===== src/rtl/pwm_pkg.sv =====
// pwm_pkg: shared constants and types for the PWM peripheral.
//   - pwm_reg_e      : word-register offsets selected by cpu_addr[3:2]
//   - CTRL_*_BIT     : bit positions inside the CTRL register
//   - PWM_BASE_ADDR  : base of the PWM window (0x0710..0x071F), shared with
//                      the system bus decoder
//   - pwm_ctrl_t     : packed view of the CTRL register as it reads back
package pwm_pkg;

  typedef enum logic [1:0] {
    REG_CTRL   = 2'd0,
    REG_PERIOD = 2'd1,
    REG_DUTY   = 2'd2,
    REG_COUNT  = 2'd3
  } pwm_reg_e;

  localparam int CTRL_EN_BIT       = 0;
  localparam int CTRL_POL_BIT      = 1;
  localparam int CTRL_IRQ_EN_BIT   = 2;
  localparam int CTRL_IRQ_STAT_BIT = 3;

  localparam logic [31:0] PWM_BASE_ADDR = 32'h0000_0710;

  // Field order matches the CTRL bit indices (en is bit 0).
  typedef struct packed {
    logic irq_stat;
    logic irq_en;
    logic pol;
    logic en;
  } pwm_ctrl_t;

endpackage


===== src/rtl/pwm_slave_if.sv =====
// pwm_slave_if: single-cycle CPU bus between the bus master and the PWM
// responder.
//   sel      : slave select from the bus decoder (bSel[3])
//   we       : 1 = write, 0 = read
//   cpu_addr : byte address, only [3:2] decoded by the PWM block
//   wdata    : write data
//   rdata    : registered read data, valid one cycle after a read
// Handshake: there is no ready/wait signal. Every cycle with sel=1 is a
// complete transfer; a write lands on that clock edge and read data is
// presented on rdata from the following edge until the next read.
interface pwm_slave_if;
  logic        sel;
  logic        we;
  logic [31:0] cpu_addr;
  logic [31:0] wdata;
  logic [31:0] rdata;

  modport master (output sel, we, cpu_addr, wdata, input rdata);
  modport slave  (input sel, we, cpu_addr, wdata, output rdata);
endinterface


===== src/rtl/pwm_counter.sv =====
// pwm_counter: period counter, wrap detect, active period/duty shadow
// registers and the duty compare for the PWM peripheral.
//   clk, rst_n : clock, asynchronous active-low reset
//   en         : CTRL.EN
//   pol        : CTRL.POL, inverts the output
//   per_s      : staging period from the register file
//   duty_s     : staging duty from the register file
//   count      : live counter value (COUNT register)
//   wrap       : high in the cycle the counter returns to 0 (EN=1 only)
//   pwm_out    : registered PWM output, lags the counter state by one cycle
module pwm_counter #(
  parameter int CNT_W = 16
) (
  input  logic             clk,
  input  logic             rst_n,
  input  logic             en,
  input  logic             pol,
  input  logic [CNT_W-1:0] per_s,
  input  logic [CNT_W-1:0] duty_s,
  output logic [CNT_W-1:0] count,
  output logic             wrap,
  output logic             pwm_out
);

  logic [CNT_W-1:0] count_q, count_d;
  logic [CNT_W-1:0] per_a_q, per_a_d;
  logic [CNT_W-1:0] duty_a_q, duty_a_d;
  logic             pwm_q, pwm_d;

  always_comb begin
    wrap     = en && (count_q == per_a_q);
    count_d  = count_q;
    per_a_d  = per_a_q;
    duty_a_d = duty_a_q;

    // Active values only change on a period boundary, or freely while
    // disabled, so a running waveform never sees a half-applied update.
    if (!en || wrap) begin
      per_a_d  = per_s;
      duty_a_d = duty_s;
      count_d  = '0;
    end else begin
      count_d  = count_q + CNT_W'(1);
    end

    // duty_a > per_a never fails the compare, giving 100% duty.
    pwm_d = (en && (count_q < duty_a_q)) ^ pol;
  end

  always_ff @(posedge clk or negedge rst_n) begin
    if (!rst_n) begin
      count_q  <= '0;
      per_a_q  <= '0;
      duty_a_q <= '0;
      pwm_q    <= 1'b0;
    end else begin
      count_q  <= count_d;
      per_a_q  <= per_a_d;
      duty_a_q <= duty_a_d;
      pwm_q    <= pwm_d;
    end
  end

  assign count   = count_q;
  assign pwm_out = pwm_q;

endmodule


===== src/rtl/pwm_slave.sv =====
// pwm_slave: bus responder for the PWM peripheral (PWM window 0x0710..0x071F).
// Holds CTRL / PERIOD / DUTY / COUNT and drives one PWM output.
//   clk, rst_n : clock, asynchronous active-low reset
//   bus        : pwm_slave_if.slave (sel, we, cpu_addr, wdata, rdata)
//   pwm_out    : registered PWM output, equals POL while disabled
//   irq        : registered period-wrap interrupt
// Build option: PWM_IRQ_EN. When defined, CTRL.IRQ_EN / CTRL.IRQ_STAT exist
// and irq = IRQ_STAT & IRQ_EN. When undefined, both bits read 0 and irq is 0.
module pwm_slave
  import pwm_pkg::*;
#(
  parameter int CNT_W = 16
) (
  input  logic        clk,
  input  logic        rst_n,
  pwm_slave_if.slave  bus,
  output logic        pwm_out,
  output logic        irq
);

  logic             en_q, en_d;
  logic             pol_q, pol_d;
  logic [CNT_W-1:0] per_s_q, per_s_d;
  logic [CNT_W-1:0] duty_s_q, duty_s_d;
  logic [31:0]      rdata_q, rdata_d;

  logic             wr, rd;
  pwm_reg_e         reg_sel;
  logic [CNT_W-1:0] count;
  logic             wrap;
  pwm_ctrl_t        ctrl_view;

`ifdef PWM_IRQ_EN
  logic irq_en_q, irq_en_d;
  logic irq_stat_q, irq_stat_d;
  logic irq_q, irq_d;
`endif

  assign wr      = bus.sel && bus.we;
  assign rd      = bus.sel && !bus.we;
  assign reg_sel = pwm_reg_e'(bus.cpu_addr[3:2]);

  pwm_counter #(.CNT_W(CNT_W)) u_counter (
    .clk     (clk),
    .rst_n   (rst_n),
    .en      (en_q),
    .pol     (pol_q),
    .per_s   (per_s_q),
    .duty_s  (duty_s_q),
    .count   (count),
    .wrap    (wrap),
    .pwm_out (pwm_out)
  );

  always_comb begin
    ctrl_view     = '0;
    ctrl_view.en  = en_q;
    ctrl_view.pol = pol_q;
`ifdef PWM_IRQ_EN
    ctrl_view.irq_en   = irq_en_q;
    ctrl_view.irq_stat = irq_stat_q;
`endif
  end

  always_comb begin
    en_d     = en_q;
    pol_d    = pol_q;
    per_s_d  = per_s_q;
    duty_s_d = duty_s_q;
`ifdef PWM_IRQ_EN
    irq_en_d   = irq_en_q;
    irq_stat_d = irq_stat_q;
`endif

    if (wr) begin
      case (reg_sel)
        REG_CTRL: begin
          en_d  = bus.wdata[CTRL_EN_BIT];
          pol_d = bus.wdata[CTRL_POL_BIT];
`ifdef PWM_IRQ_EN
          irq_en_d = bus.wdata[CTRL_IRQ_EN_BIT];
          if (bus.wdata[CTRL_IRQ_STAT_BIT]) irq_stat_d = 1'b0;
`endif
        end
        REG_PERIOD: per_s_d  = bus.wdata[CNT_W-1:0];
        REG_DUTY:   duty_s_d = bus.wdata[CNT_W-1:0];
        REG_COUNT:  ;
      endcase
    end

`ifdef PWM_IRQ_EN
    // Applied after the clear so a wrap in the same cycle wins.
    if (wrap) irq_stat_d = 1'b1;
    irq_d = irq_stat_q && irq_en_q;
`endif

    rdata_d = rdata_q;
    if (rd) begin
      case (reg_sel)
        REG_CTRL:   rdata_d = 32'(ctrl_view);
        REG_PERIOD: rdata_d = 32'(per_s_q);
        REG_DUTY:   rdata_d = 32'(duty_s_q);
        REG_COUNT:  rdata_d = 32'(count);
      endcase
    end
  end

  always_ff @(posedge clk or negedge rst_n) begin
    if (!rst_n) begin
      en_q     <= 1'b0;
      pol_q    <= 1'b0;
      per_s_q  <= '0;
      duty_s_q <= '0;
      rdata_q  <= '0;
    end else begin
      en_q     <= en_d;
      pol_q    <= pol_d;
      per_s_q  <= per_s_d;
      duty_s_q <= duty_s_d;
      rdata_q  <= rdata_d;
    end
  end

`ifdef PWM_IRQ_EN
  always_ff @(posedge clk or negedge rst_n) begin
    if (!rst_n) begin
      irq_en_q   <= 1'b0;
      irq_stat_q <= 1'b0;
      irq_q      <= 1'b0;
    end else begin
      irq_en_q   <= irq_en_d;
      irq_stat_q <= irq_stat_d;
      irq_q      <= irq_d;
    end
  end

  assign irq = irq_q;
`else
  assign irq = 1'b0;
`endif

  assign bus.rdata = rdata_q;

  // Address bits outside [3:2], upper write-data bits and (without the
  // interrupt option) the wrap strobe have no function here.
  logic unused_bits;
`ifdef PWM_IRQ_EN
  assign unused_bits = ^{bus.cpu_addr[31:4], bus.cpu_addr[1:0], bus.wdata};
`else
  assign unused_bits = ^{bus.cpu_addr[31:4], bus.cpu_addr[1:0], bus.wdata, wrap};
`endif

endmodule


===== src/flat_wrapper.sv =====
// flat-port wrapper written by rule: the top's interface ports become plain ports
module pwm_slave_flat import pwm_pkg::*;
#(
  parameter int CNT_W = 16
)
  (clk, rst_n, pwm_out, irq, bus_sel, bus_we, bus_cpu_addr, bus_wdata, bus_rdata);
  pwm_slave_if bus_i ();
  input  logic clk;
  input  logic rst_n;
  output logic pwm_out;
  output logic irq;
  input wire logic [$bits(bus_i.sel)-1:0] bus_sel;
  input wire logic [$bits(bus_i.we)-1:0] bus_we;
  input wire logic [$bits(bus_i.cpu_addr)-1:0] bus_cpu_addr;
  input wire logic [$bits(bus_i.wdata)-1:0] bus_wdata;
  output wire logic [$bits(bus_i.rdata)-1:0] bus_rdata;
  assign bus_i.sel = bus_sel;
  assign bus_i.we = bus_we;
  assign bus_i.cpu_addr = bus_cpu_addr;
  assign bus_i.wdata = bus_wdata;
  assign bus_rdata = bus_i.rdata;
  pwm_slave #(.CNT_W(CNT_W)) u_core (.clk(clk), .rst_n(rst_n), .bus(bus_i), .pwm_out(pwm_out), .irq(irq));
endmodule

===== config.mk =====
export PLATFORM = sky130hd
export DESIGN_NAME = pwm_slave_flat
export DESIGN_NICKNAME = d
export VERILOG_FILES = /design/src/rtl/pwm_pkg.sv /design/src/rtl/pwm_slave_if.sv /design/src/rtl/pwm_counter.sv /design/src/rtl/pwm_slave.sv /design/src/flat_wrapper.sv
export SDC_FILE = /design/constraint.sdc
export NUM_CORES = 1
export LEC_CHECK = 0
export CAP_MARGIN = 15
export CORE_AREA = 3 3 113 93
export DETAILED_ROUTE_END_ITERATION = 12
export DIE_AREA = 0 0 116 96
export MAX_ROUTING_LAYER = met4
export PLACE_DENSITY = 0.79
export RECOVER_POWER = 100
export SETUP_SLACK_MARGIN = 0.3
export SKIP_CTS_REPAIR_TIMING = 1
export SLEW_MARGIN = 20
export SYNTH_ARGS = -nofsm -noshare
export SYNTH_HDL_FRONTEND = slang
export SYNTH_SLANG_ARGS = --single-unit

===== constraint.sdc =====
create_clock -name clk -period 2.6 [get_ports clk]
set_clock_uncertainty 0.1 [all_clocks]
set_input_delay 0.52 -clock clk [delete_from_list [all_inputs] [get_ports clk]]
set_output_delay 0.52 -clock clk [all_outputs]
set_load 0.01 [all_outputs]

* After elaboration in Yosys (flattened, before gate mapping) *
Index checks and enable logic that the tools add are counted.

storage, ports and cells
  bits in registers = 115
  output and inout port bits = 34

operators by class
  add/subtract/negate cells = 1
  $lt $le $gt $ge = 1
  eq/ne operators = 4
  muxes and demuxes = 2
  bitwise operators = 1
  reductions and logical operators = 11

operators by type and width
  kind                                                                   number
  32-bit case mux with 4 select lines                                    1
  16-bit by 1-bit adder with 16-bit output, second input constant        1
  16-bit equality test                                                   1
  16-bit < comparator                                                    1
  16-bit two-way mux                                                     1
  2-bit AND reduction                                                    3
  2-bit equality test, second input constant                             2
  1-bit logical AND                                                      4
  2-bit by 1-bit equality test with 1-bit output, second input constant  1
  1-bit zero test                                                        2
  2-bit zero test                                                        1
  1-bit logical OR                                                       1
  1-bit XOR                                                              1

* Longest topological paths before layout *
Gate-level depths: netlist of the first run.

  word-level depth = 4
  gate-level depth with buffers = 7

* By module *
A second synthesis of the first run with hierarchy kept.

unflattened totals
  cell total of the unflattened synthesis = 394
  area, all modules = 4949.7 sq um

by module, submodules not included
  module       times used  cells each  area each (sq um)  sequential area each (sq um)
  pwm_counter  1           216         2580.0             1226.2
  pwm_slave    1           178         2369.8             1251.2

* Worst setup path before layout of the first run *
No wires, ideal clock.

  kind = reg-to-reg
  start point = register u_core.u_counter.count_q[7], in the netlist u_core.u_counter.count[7]
  end point = register u_core.u_counter.per_a_q[10]
  setup time = 125 ps
  arrival = 1918 ps
  required time = 2375 ps
  slack = 457 ps
  cell stages (with the launch flop) = 7
  path buffers = 2
  clock period less this slack = 2143 ps
  cell sequence = dfrtp_1 > buf_2 > xnor2_1 > nand4_1 > o41ai_4 > buf_6 > mux2_2

between the ends
  longest elaborated chain between the ends = 3

ends and longest elaborated chain
  what                      line               RTL
  start: declaration        pwm_counter.sv:25  logic [CNT_W-1:0] count_q, count_d;
  start signal: assignment  pwm_counter.sv:57  count_q <= count_d;
  16-bit equality test      pwm_counter.sv:31  wrap = en && (count_q == per_a_q);
  1-bit logical AND         pwm_counter.sv:31
  1-bit logical OR          pwm_counter.sv:38  if (!en || wrap) begin
  end signal: assignment    pwm_counter.sv:58  per_a_q <= per_a_d;
  end: declaration          pwm_counter.sv:26  logic [CNT_W-1:0] per_a_q, per_a_d;

No other way between the ends.
A chain may end at the register's enable or synchronous reset.

* Worst setup path after layout of the first run *
  start point = register u_core.u_counter.count_q[11], in the netlist u_core.u_counter.count[11]
  end point = register u_core.u_counter.duty_a_q[9]

between the ends
  longest elaborated chain between the ends = 3

ends and longest elaborated chain
  what                    line               RTL
  16-bit equality test    pwm_counter.sv:31
  1-bit logical AND       pwm_counter.sv:31
  1-bit logical OR        pwm_counter.sv:38
  end signal: assignment  pwm_counter.sv:59  duty_a_q <= duty_a_d;
  end: declaration        pwm_counter.sv:27  logic [CNT_W-1:0] duty_a_q, duty_a_d;

No other way between the ends.

==> results of run 1 <==
## power by group through the flow
stage	combinational (W)	sequential (W)	clock (W)
floorplan	0.000769	0.00214	0
global placement	0.00110	0.00216	0
detailed placement	0.00115	0.00219	0
CTS	0.00117	0.00216	0.00122
global route	0.00128	0.00221	0.00128
finish	0.00117	0.00217	0.00121
## cell families after synthesis
group                    Yosys count  share of synthesized area
multiplexers                      69                     0.1676
AO/OA/AOI/OAI                     56                    0.07527
buffers and inverters             51                    0.05875
flip-flops                        99                     0.5193
other                              1                  0.0007860
XOR/XNOR                          31                    0.05691
AND/OR/NAND/NOR                   86                    0.07946
adder cells (fa/ha/maj)           16                    0.04196
## state kept, by name, summed over array words and instances, names as in the netlist
signal / count
u_core.bus.rdata: 16
u_core.duty_s_q: 16
u_core.en_q: 1
u_core.per_s_q: 16
u_core.pol_q: 1
u_core.u_counter.count: 16
u_core.u_counter.duty_a_q: 16
u_core.u_counter.per_a_q: 16
u_core.u_counter.pwm_out: 1
## final timing paths
| kind | from | to | slack, ns | depth (start not counted) |
|---|---|---|---|---|
| worst max register to register | u_core.u_counter.count[11] | u_core.u_counter.duty_a_q[9] | 0.24 | 6 |
| min in group asynchronous | rst_n | u_core.bus.rdata[9] | 0.55 | 1 |
| worst min-delay path | u_core.bus.rdata[10] | u_core.bus.rdata[10] | 0.38 | 2 |
| max in group asynchronous | rst_n | u_core.u_counter.count[1] | 0.55 | 2 |
| worst min register to register | u_core.bus.rdata[10] | u_core.bus.rdata[10] | 0.38 | 2 |
| worst max-delay path | u_core.u_counter.count[11] | u_core.u_counter.duty_a_q[9] | 0.24 | 6 |
## stage by stage
stage,hold WS (ns),utilization
after floorplan,0.1244,-
final,0.3806,0.5861
after global placement,0.3676,0.5559
after global routing,0.4130,0.5861
after detailed placement,0.3752,0.5559
after CTS,0.03241,0.5842
## layout make-up
cell class                 instances  area [um2]
sequential                        99        2480
clock buffer                      10       239.0
clock inverter                     5       30.03
timing repair buffer              61       539.3
multi-input combinational        275        2088
fill                             753        3944
inverter                          16       60.06
tap                              119       148.9
## per-layer routing
layer,GRT usage,up-vias,wire length [um]
li1,-,1491,-
met1,0.2761,1656,4660
met2,0.3218,102,5180
met3,0.04023,20,642
met4,0.06860,0,215
met5,-,-,0
## synth_stat cells, drive strengths merged, types with 8 or more instances
library cell   n  area share
nand2         40       0.031
ha            16       0.042
o21ai         30       0.031
inv           16       0.013
nor2          19       0.015
buf           27       0.040
xnor2         23       0.042
dfrtp         99        0.52
xor2           8       0.015
a22oi         14       0.022
clkbuf         8      0.0063
mux2          67        0.16
## worst max-delay path, cell delays in order (launching register included)
cell and delay [ns]:
dfrtp_2 0.47, xnor2_2 0.21, nand4_1 0.20, o41ai_4 0.53, clkbuf_1 0.15, clkbuf_2 0.38, o21ai_0 0.16
==> impl_metrics.env, run 1 <==
export IMPL_dp_cells=565
export IMPL_timing_fmax_ghz=0.4237
export IMPL_final_area_mm2=0.005585
export IMPL_rsz0062_at_grt="false"
export IMPL_p_seq_frac=0.477
export IMPL_crit_path_end_kind="flip-flop"
export IMPL_cellPowerDensity_mw_per_mm2=815.8
export IMPL_fin_ws_ns=0.2398
export IMPL_violations="max-capacitance violations, max-slew violations"
export IMPL_htreeDepth=3
export IMPL_routed_wl_um=10700
export IMPL_grt_pass1_vias=3375
export IMPL_num_rows=32
export IMPL_p_switching_w=0.001375
export IMPL_worstPathArrival_ns=2.45
export IMPL_clock_sinks=99
export IMPL_die_w_um=116
export IMPL_placed_area_mm2=0.005298
export IMPL_p_total_w=0.004557
export IMPL_swShare=0.3018
export IMPL_wl_per_cell_um=18.29
export IMPL_ant_nets=0
export IMPL_ir_drop_mv=0.5493
export IMPL_ios=102
export IMPL_cts_path_max_buffers=2
export IMPL_setup_viol=0
export IMPL_nets=546
export IMPL_start_kind="flip-flop"
export IMPL_grt_overflow_total=0
export IMPL_gp_congestion=0.8430
export IMPL_synth_area_per_cell_um2=11.66
export IMPL_final_cell_mix="97 x dfrtp_1, 66 x mux2_2, 40 x nand2_1"
export IMPL_clkLatencyLatePin_ns=0.34
export IMPL_final_min_clock_period_ns=2.360
export IMPL_vias_per_cell=5.588
export IMPL_io_buffers=38
export IMPL_final_cells=585
export IMPL_finalHoldViolCount=0
export IMPL_drv_cap=1
export IMPL_ys_warn_count=0
export IMPL_synth_edf_count=0
export IMPL_core_area_mm2=0.009529
export IMPL_netlist_area_mm2=0.004771
export IMPL_grt_start_max_net_pins=44
export IMPL_clk_pin_slew_ns=0.06
export IMPL_start_util=0.5007
export IMPL_outcome="finished, violations left"
export IMPL_intPower_w=0.003181
export IMPL_leakage_nw=2.514
export IMPL_n_antenna_cell=0
export IMPL_async_flop_share=1.000
export IMPL_layout_commonest_cell="dfrtp_1"
export IMPL_combPwrFrac=0.258
export IMPL_ys_types=33
export IMPL_cts_tree="yes"
export IMPL_ys_seq_area_frac=0.5193
export IMPL_slew_headroom=-0.1818
export IMPL_crit_fanout=21
export IMPL_syn_inst=409
export IMPL_ys_ff_latch=99
export IMPL_fin_crit_sh=0.9078
export IMPL_syn_to_final_growth_pct=17.07
export IMPL_numCtsBuffers=9
export IMPL_maxSlewViolCount=36
export IMPL_p_clk_frac=0.266
export IMPL_fp_dieH_um=96
export IMPL_antenna_found_initial=0
export IMPL_hold_class="flip-flop to flip-flop"
export IMPL_required_ns=2.69
export IMPL_tightest_slew_ns=1.773
export IMPL_fin_setup_tns_ns=0
export IMPL_drc_errors=0
export IMPL_grtUsageTotal=0.2071
export IMPL_drive_gt1_frac=0.2275
export IMPL_pre_cts_slack_ns=0.2530
export IMPL_first_pass_iters=4
export IMPL_grt_pass1_wl_um=17190
export IMPL_critPathKind="flip-flop to flip-flop"
export IMPL_dieArea_mm2=0.01114
export IMPL_hpwlAfterDp_um=7407
export IMPL_drt_iter0_drc=210
export IMPL_vias=3269
export IMPL_synth_ff_type="dfrtp_1"
export IMPL_root_buffer="clkbuf_16"
Power figures use the tool's default switching activity.
==> run 2, diff against run 1 <==
--- a/config.mk
+++ b/config.mk
@@ -5,12 +5,11 @@
 export SDC_FILE = /design/constraint.sdc
 export NUM_CORES = 1
 export LEC_CHECK = 0
-export CAP_MARGIN = 15
-export CORE_AREA = 3 3 113 93
+export CORE_AREA = 3 3 73 143
 export DETAILED_ROUTE_END_ITERATION = 12
-export DIE_AREA = 0 0 116 96
+export DIE_AREA = 0 0 76 146
 export MAX_ROUTING_LAYER = met4
-export PLACE_DENSITY = 0.79
+export PLACE_DENSITY = 0.78
 export RECOVER_POWER = 100
 export SETUP_SLACK_MARGIN = 0.3
 export SKIP_CTS_REPAIR_TIMING = 1
==> impl_metrics.env, run 2 (synthesis gave the netlist of run 1 again) <==
export IMPL_outcome="finished, violations left"
export IMPL_violations="max-capacitance violations, max-slew violations"
export IMPL_drc_errors=0
export IMPL_grt_pass1_vias=3383
export IMPL_r2r_start="u_core.u_counter.count[7]"
export IMPL_ir_drop_mv=0.5624
export IMPL_grtUsageMet2=0.3692
export IMPL_hold_class="flip-flop to flip-flop"
export IMPL_htreeDepth=3
export IMPL_grt_overflow_total=0
export IMPL_setup_viol=0
export IMPL_io_buffers=38
export IMPL_first_pass_iters=5
export IMPL_clkLatencyLatePin_ns=0.34
export IMPL_clock_sinks=99
export IMPL_syn_to_final_growth_pct=17.34
export IMPL_root_buffer="clkbuf_16"
export IMPL_grt_start_max_net_pins=43
export IMPL_timing_fmax_ghz=0.4371
export IMPL_fin_crit_sh=0.8799
export IMPL_start_util=0.5050
export IMPL_core_area_mm2=0.009447
export IMPL_finalHoldViolCount=0
export IMPL_final_min_clock_period_ns=2.288
export IMPL_cts_tree="yes"
export IMPL_vias=3220
export IMPL_num_rows=50
export IMPL_cellPowerDensity_mw_per_mm2=813.0
export IMPL_layout_commonest_cell="dfrtp_1"
export IMPL_tightest_slew_ns=2.013
export IMPL_drv_cap=1
export IMPL_n_antenna_cell=0
export IMPL_crit_fanout=7
export IMPL_wl_per_cell_um=17.66
export IMPL_numCtsBuffers=9
export IMPL_slew_headroom=-0.3419
export IMPL_worstHoldStart="u_core.bus.rdata[2]"
export IMPL_fillers=749
export IMPL_routed_wl_um=10510
export IMPL_maxSlewViolCount=38
export IMPL_drt_iter0_drc=163
export IMPL_required_ns=2.73
export IMPL_fin_setup_tns_ns=0
export IMPL_critPathKind="flip-flop to flip-flop"
export IMPL_ff_latch_area_mm2=0.002477
export IMPL_final_core_util=0.5926
export IMPL_met1_usage=0.2071
export IMPL_cts_path_max_buffers=2
export IMPL_grtUsageTotal=0.2033
export IMPL_ios=102
export IMPL_grt_pass1_wl_um=16950
export IMPL_nets=547
export IMPL_die_w_um=76
export IMPL_worstPathArrival_ns=2.42
export IMPL_rsz0062_at_grt="false"
export IMPL_leakage_nw=2.518
export IMPL_clk_pin_slew_ns=0.06
export IMPL_ant_nets=0
export IMPL_start_kind="flip-flop"
export IMPL_final_cell_mix="99 x dfrtp_1, 67 x mux2_2, 40 x nand2_1"
export IMPL_antenna_found_initial=0
export IMPL_fp_dieH_um=146
export IMPL_drive_gt1_frac=0.2172
export IMPL_gp_congestion=0.9708
export IMPL_multi_input_area_mm2=0.002073
export IMPL_busiest_layer="met2"
export IMPL_crit_path_end_kind="flip-flop"
export IMPL_vias_per_cell=5.412
export IMPL_use_met3=0.02788
export IMPL_hpwlAfterDp_um=7840
export IMPL_dieArea_mm2=0.01110
export IMPL_critPathLaunch="u_core.u_counter.count[7]"
run 2: changes by cell type in the layout (fill, tap and decap cells not counted), moves of 2 or more:
| cell | delta |
|---|---|
| xnor2_1 | +2 |
| dfrtp_1 | +2 |
| clkinv_2 | -2 |
| dfrtp_2 | -2 |
| buf_4 | +8 |
| clkbuf_4 | -2 |
| clkbuf_2 | -4 |
| xnor2_2 | -2 |
run 2: layout make-up:
type | instances | share of cell area
repair buffers | 62 | 0.09879
multi-input cells | 275 | 0.3704
clock buffers | 10 | 0.04090
inverters | 16 | 0.01073
flip-flops and latches | 99 | 0.4426
well taps | 130 | 0.02906
clock inverters | 3 | 0.007599
run 2: path summary, 6_finish.rpt:
check | to | cells after the start | slack [ns]
worst max-delay path | u_core.u_counter.count[15] | 6 | 0.31
worst min register to register | u_core.bus.rdata[2] | 2 | 0.38
worst max register to register | u_core.u_counter.count[15] | 6 | 0.31
min in group asynchronous | u_core.bus.rdata[11] | 1 | 0.65
max in group asynchronous | u_core.u_counter.duty_a_q[8] | 2 | 0.57
worst min-delay path | u_core.bus.rdata[2] | 2 | 0.38
run 2: stage by stage:
| step | setup slack [ns] | instances | hold WS [ns] | area (um2) | power (W) |
|---|---|---|---|---|---|
| after floorplan | 0.4575 | 425 | 0.1244 | 4831 | 0.002909 |
| after global placement | 0.2823 | 582 | 0.3639 | 5356 | 0.003283 |
| after detailed placement | 0.2547 | 582 | 0.3705 | 5356 | 0.003340 |
| after CTS | 0.4389 | 595 | 0.05687 | 5628 | 0.004604 |
| after global routing | 0.1884 | 595 | 0.3933 | 5598 | 0.004765 |
| final | 0.3124 | 595 | 0.3757 | 5598 | 0.004551 |
run 2: layer usage:
layer | vias up | share of wire
met5 | - | 0
met3 | 38 | 0.037
met4 | 0 | 0.047
met1 | 1582 | 0.35
li1 | 1493 | -
met2 | 107 | 0.56
run 2: where the power goes:
group / internal, W / leakage (nW) / switching (W) / total (W)
sequential: 0.00192 / 1.24 / 0.000256 / 0.00217
clock: 0.000728 / 0.130 / 0.000535 / 0.00126
combinational: 0.000584 / 1.15 / 0.000531 / 0.00112
total: 0.00323 / 2.52 / 0.00132 / 0.00455
run 2: worst max-delay path, cell delays in order, from the launching register on:
cell and delay [ns]:
dfrtp_1 0.44, clkbuf_1 0.37, nand4_1 0.17, nor4_1 0.67, nand3_1 0.19, xor2_1 0.18, nor2_1 0.06
